File: config.mk
export PLATFORM = sky130hd
export DESIGN_NAME = stitch_pipeline_rv
export DESIGN_NICKNAME = d
export VERILOG_FILES = /design/src/rtl/stitch_pipeline_rv.sv
export SDC_FILE = /design/constraint.sdc
export NUM_CORES = 1
export LEC_CHECK = 0
export ABC_AREA = 1
export CORE_AREA = 2 2 100 102
export CTS_BUF_LIST = sky130_fd_sc_hd__clkbuf_4 sky130_fd_sc_hd__clkbuf_8
export CTS_CLUSTER_DIAMETER = 120
export DETAILED_ROUTE_END_ITERATION = 16
export DIE_AREA = 0 0 102 104
export GPL_ROUTABILITY_DRIVEN = 0
export PLACE_DENSITY = 0.8
export SLEW_MARGIN = 20
export SYNTH_ARGS = -nofsm -noshare
export SYNTH_HDL_FRONTEND = slang
export SYNTH_SLANG_ARGS = --single-unit
File: constraint.sdc
create_clock -name clk -period 4.8 [get_ports clk]
set_input_delay 0.72 -clock clk [delete_from_list [all_inputs] [get_ports clk]]
set_output_delay 0.72 -clock clk [all_outputs]
set_load 0.03 [all_outputs]
File: src/rtl/stitch_pipeline_rv.sv
// Ready/valid stitched pipeline: NUM_STAGES increment stages behind an input rank, with bubble collapsing and flush.
// Optional occupancy counter port enabled by defining STITCH_PIPE_OCCUPANCY_EN.
module stitch_pipeline_rv #(
    parameter int DATA_WIDTH = 32,
    parameter int NUM_STAGES = 2,
    parameter int INCREMENT  = 1
) (
    input  logic                  clk,
    input  logic                  rst,
    input  logic                  flush,
    input  logic                  input_valid,
    output logic                  input_ready,
    input  logic [DATA_WIDTH-1:0] x,
    output logic                  out_valid,
    input  logic                  out_ready,
    output logic [DATA_WIDTH-1:0] out
`ifdef STITCH_PIPE_OCCUPANCY_EN
    ,
    output logic [$clog2(NUM_STAGES+2)-1:0] occupancy
`endif
);

    localparam int N = NUM_STAGES;
    localparam logic [DATA_WIDTH-1:0] INC_W = DATA_WIDTH'(INCREMENT);

    logic [DATA_WIDTH-1:0] data_q [0:N];
    logic [N:0]            valid_q;
    logic [N:0]            valid_d;
    logic [N:0]            valid_adv_s;
    logic [N:0]            load_s;
    logic [N+1:0]          accept_s;
    logic                  push_s;

    // Rank k can take an item unless it and every rank downstream is full while the consumer stalls.
    always_comb begin
        logic full_tail;
        full_tail   = 1'b1;
        accept_s    = '0;
        accept_s[N+1] = out_ready;
        for (int k = N; k >= 0; k--) begin
            full_tail   = full_tail & valid_q[k];
            accept_s[k] = out_ready | !full_tail;
        end
    end

    assign input_ready = accept_s[0] & !flush & rst;
    assign push_s      = input_valid & input_ready;

    // Per-rank load enables and next valid bits; flush empties every rank.
    always_comb begin
        load_s         = '0;
        valid_adv_s    = '0;
        load_s[0]      = push_s;
        valid_adv_s[0] = push_s | (valid_q[0] & !accept_s[1]);
        for (int k = 1; k <= N; k++) begin
            load_s[k]      = valid_q[k-1] & accept_s[k];
            valid_adv_s[k] = load_s[k] | (valid_q[k] & !accept_s[k+1]);
        end
        if (flush) begin
            valid_d = '0;
        end else begin
            valid_d = valid_adv_s;
        end
    end

    // Valid chain with synchronous active-low reset.
    always_ff @(posedge clk) begin
        if (!rst) begin
            valid_q <= '0;
        end else begin
            valid_q <= valid_d;
        end
    end

    // Payload ranks: unreset, load only from a valid upstream rank.
    always_ff @(posedge clk) begin
        if (load_s[0]) begin
            data_q[0] <= x;
        end
        for (int k = 1; k <= N; k++) begin
            if (load_s[k]) begin
                data_q[k] <= data_q[k-1] + INC_W;
            end
        end
    end

    assign out       = data_q[N];
    assign out_valid = valid_q[N];

`ifdef STITCH_PIPE_OCCUPANCY_EN
    localparam int OW = $clog2(NUM_STAGES+2);

    logic [OW-1:0] occ_q;
    logic [OW-1:0] occ_d;
    logic          pop_s;

    assign pop_s = valid_q[N] & out_ready;

    // Item count follows handshakes; tracks the popcount of the valid chain.
    always_comb begin
        occ_d = occ_q;
        if (flush) begin
            occ_d = '0;
        end else if (push_s && !pop_s) begin
            occ_d = occ_q + OW'(1);
        end else if (!push_s && pop_s) begin
            occ_d = occ_q - OW'(1);
        end else begin
            occ_d = occ_q;
        end
    end

    // Occupancy register.
    always_ff @(posedge clk) begin
        if (!rst) begin
            occ_q <= '0;
        end else begin
            occ_q <= occ_d;
        end
    end

    assign occupancy = occ_q;
`endif

endmodule
---- Word level (Yosys, flattened, before mapping) ----
Memory sizes are Yosys's and may differ from the RTL's.
Cells that the tools add are included.
word-level totals
  bits in registers ....................... 3
  RAM bits ................................ 96
  input bits .............................. 37
  output and inout port bits .............. 34
  word-level logic and storage cells ...... 35
  memories ................................ 1
cells by class
  add/subtract/negate cells ............... 2
  multiplexer cells ....................... 6
  bitwise operators ....................... 17
  reduce and logical (&&, ||, !) cells .... 8
memories
  name    depth  bits a word  read ports  clocked after Yosys merged registers in  wr ports  RTL line  text
  data_q  3      32           3           0                                        3         26        logic [DATA_WIDTH-1:0] data_q [0:N];
operators with widths
  cell                                                             number
  32-bit by 1-bit adder with 32-bit output, second input constant  2
  1-bit AND                                                        10
  1-bit logical NOT                                                7
  1-bit 2-to-1 mux                                                 6
  1-bit bitwise OR                                                 6
  2-bit OR reduction                                               1
  1-bit inverter                                                   1

---- Depth between registers and ports, before layout ----
  depth after elaboration ................. 9
  depth in mapped cells ................... 8
  depth with buffers taken out ............ 8

---- Least setup slack after synthesis ----
Ideal clock, no wire load.
  path kind ............................... input -> register
  start ................................... input out_ready
  end ..................................... memory data_q[0][0] (enable)
  library setup time ...................... 0.468 ns
  arrival ................................. 3.365 ns
  required time ........................... 4.332 ns
  slack ................................... 0.967 ns
  cell stages on the path ................. 6
  buffers on the path ..................... 0
  cell sequence ........................... inv_1 nand2_1 nor2_1 inv_1 nor2_1 nor3b_1
RTL lines
  what             RTL line  text
  start, declared  15        input logic out_ready,
  end, declared    26

---- Worst setup path after layout ----
  start ................................... input out_ready
  end ..................................... output input_ready
between the ends
  longest elaborated chain between the ends .. 3
ends and longest elaborated chain
  what                     RTL line  text
  1-bit bitwise OR         42        accept_s[k] = out_ready | !full_tail;
  1-bit AND (2 in series)  46        assign input_ready = accept_s[0] & !flush & rst;
  end, declared            12        output logic input_ready,
No other way between the ends.

==> summary.md <==
| Metric | Value |
|---|---|
| Outcome | finished, final reports clean |
| Relative slew slack | 74.4% |
| Fraction of layout cells with a size suffix above 1 | 8.86% |
| Final-report hold violation count | 0 |
| Synthesized area per cell | 9.50 um2 |
| Worst hold path class | reg -> reg |
| CTS tree | yes |
| FF-to-FF path depth | 8 |
| Crit path cell chain | clkdlybuf4s50_1 -> inv_1 -> nand2_1 -> nor2_1 -> inv_1 -> nor2_1 -> nor2_1 -> clkdlybuf4s50_1 |
| Final setup fails | 0 |
| Clock-pin slew on the worst setup and hold paths | 0.09 ns |
| Yosys reg bits | 99 |
| Netlist area before placement | 5140 um2 |
| Worst-Margin Slew | 0.383 ns |
| Filler cells | 768 |
| Initial antenna violation count | 0 |
| # diodes | 0 |
| Max FO, Critical Path | 3 |
| Initial drt markers | 149 |
| Number of synthesis warnings | 0 |
| Setup crit end kind | output port |
| Placement Rows | 36 |
| Die Wd | 102 um |
| Antenna viol nets, final | 0 |
| Leading area contributor after synthesis | edfxtp_1 |
| Clock period minus final worst setup slack | 3.18 ns |
| Area grow syn2layout | 17.0% |
| EDFF count, synth | 96 |
| Core area | 9550 um2 |
| Reg2Reg Setup Slack | 3.17 ns |
| GRT overflow | 0 |
| Clock sinks | 99 |
| Drt drc | 0 |
| Global-route wire length before repair | 15,500 um |
| Core Util, Final | 63.0% |
| Post-CTS setup repair buffer count | 0 |
| Vias in the first global route | 3,642 |
| Setup Crit Path Kind | in -> out |
| CP max stage delay | 0.61 ns |
| Max-cap violations | 0 |
| Clk Latency, worst-skew pair | 0.38 ns |
| RR Startpoint | data_q[0][1] |
| Sum Neg Setup Slack | 0 ns |
| Post-DR vias/cell | 4.95 |
| Leading post-synthesis cells by cell area | edfxtp_1 (56%), nand2_1 (14%), nor2_1 (5.7%) |
| Final #Nets | 632 |
| Total CTS buffers | 9 |
| Sequential fraction of the synthesis area | 57.3% |
| Commonest non-fill, non-tap cell in the layout | nand2_1 |
| Commonest cells after routing, fill and taps aside | nand2_1 (186), edfxtp_1 (96), nor2_1 (77), clkdlybuf4s50_1 (70), inv_1 (43) |
| Arrival time at the worst endpoint | 2.46 ns |
| Peak Freq | 0.315 GHz |
| Max IR drop VDD | 187 uV |
| Req. time, crit path | 4.08 ns |
| Reg-to-reg endpoint | data_q[0][52] |
| Hold-fix buffers at CTS | 0 |
| Synth unique cells | 21 |
| WL per Instance | 12.6 um |
| Port buffer count | 70 |
| Die H | 104 um |
| Min-Delay Endpoint | valid_q[1] |
| Routed WL | 9190 um |
| Gr usage total | 18.8% |
| Pin count of the biggest net entering global routing | 33 |
| RSZ-0062 raised after global routing | false |
| Fraction of registers with async set/reset | 0% |
| Hold depth | 2 |
| Drt first pass iters | 4 |
| DP Wirelength | 7170 um |
| CP Launch Type | input pin |
| Fin. max-slew vios | 0 |
| Ys flop type | edfxtp_1 |
| Initial core utilization | 53.8% |
| DR vias | 3,617 |
| Worst Hold Launch | valid_q[0] |
| Die ar. | 10,600 um2 |
| CP max-delay cell | clkdlybuf4s50_1 |
| Syn Inst Count | 541 |
| H-tree depth | 3 |
| Power density cells | 280 nW/um2 |
| IO Count | 71 |
| Top cell type's share of synthesized area | 56.1% |
| Post_cts resized | 0 |
| Cell repeated most along the worst path | nor2_1 |
| Clock Tree Buf Depth | 2 |
| Final period util | 66.2% |
| CTS Root Cell | clkbuf_8 |
| Static Leak | 2.26 nW |
| Final Skew | 0.0113 ns |
| Synth Net Count | 580 |
==> report_power, final <==
group          switching [mW]  total [mW]  internal (mW)
clock                   0.292       0.584          0.292
combinational          0.0512       0.101         0.0502
sequential             0.0214       0.995          0.973
total                   0.365        1.68           1.32
==> state kept, by name, indices dropped and copies added, names as in the netlist <==
signal and cells:
data_q 96, valid_q 3
==> per-layer routing <==
metal / global-route usage [%] / wire (um) / part of all wire [%]
met4: 11.1 / 415 / 4.5
met3: 3.16 / 487 / 5.3
met2: 32.9 / 4630 / 50
met1: 21.0 / 3660 / 40
met5: 0 / 0 / 0
==> cell type report <==
class	count	area [um2]	area share, %
Clock buffer	9	124	2.06
Timing Repair Buffer	73	723	12.0
Tap cell	133	166	2.77
Inverter	44	165	2.75
Sequential cell	99	2940	48.9
Multi-Input combinational cell	366	1800	29.9
Clock inverter	7	90.1	1.50
==> worst max-delay path by stage <==
stage | endpoint | from | slack (ns)
after global routing | input_ready | out_ready | 1.55
final | input_ready | out_ready | 1.62
after floorplan | data_q[0][0] | out_ready | 0.97
after detailed placement | input_ready | out_ready | 1.62
after CTS | input_ready | out_ready | 1.62
after global placement | input_ready | out_ready | 1.77
==> cells by family after synthesis <==
logic type | share of synthesized area (%)
AND/OR/NAND/NOR | 28.6
flip-flops | 57.3
buffers and inverters | 7.89
XOR/XNOR | 5.11
AO/OA/AOI/OAI | 0.584
adder cells (fa/ha/maj) | 0.487
==> cell usage after synthesis, types with 2 or more instances <==
| cell type | instances |
|---|---|
| a21oi_1 | 3 |
| buf_4 | 32 |
| dfxtp_1 | 3 |
| edfxtp_1 | 96 |
| ha_1 | 2 |
| inv_1 | 43 |
| nand2_1 | 186 |
| nand2_2 | 10 |
| nand3_1 | 18 |
| nand3b_1 | 14 |
| nor2_1 | 78 |
| nor2_2 | 6 |
| nor2_4 | 13 |
| o21ai_0 | 2 |
| xnor2_1 | 12 |
| xor2_1 | 18 |
==> per-stage QoR <==
step	hold slack, ns	setup WS [ns]	cells	instance area, um2	power [mW]
6_report	0.513	1.62	731	6010	1.68
5_1_grt	0.545	1.55	731	6010	1.73
4_1_cts	0.514	1.62	731	6010	1.69
3_5_place_dp	0.499	1.62	715	5800	1.12
3_3_place_gp	0.481	1.77	715	5800	1.11
2_1_floorplan	0.456	0.967	541	5140	1.07
==> critical path: cells and delay by family <==
kind	cells	cell delay, ns
buffers and inverters	4	1.19
and+or+nand+nor	4	0.53
No activity file was read; power rests on OpenSTA's default activity.
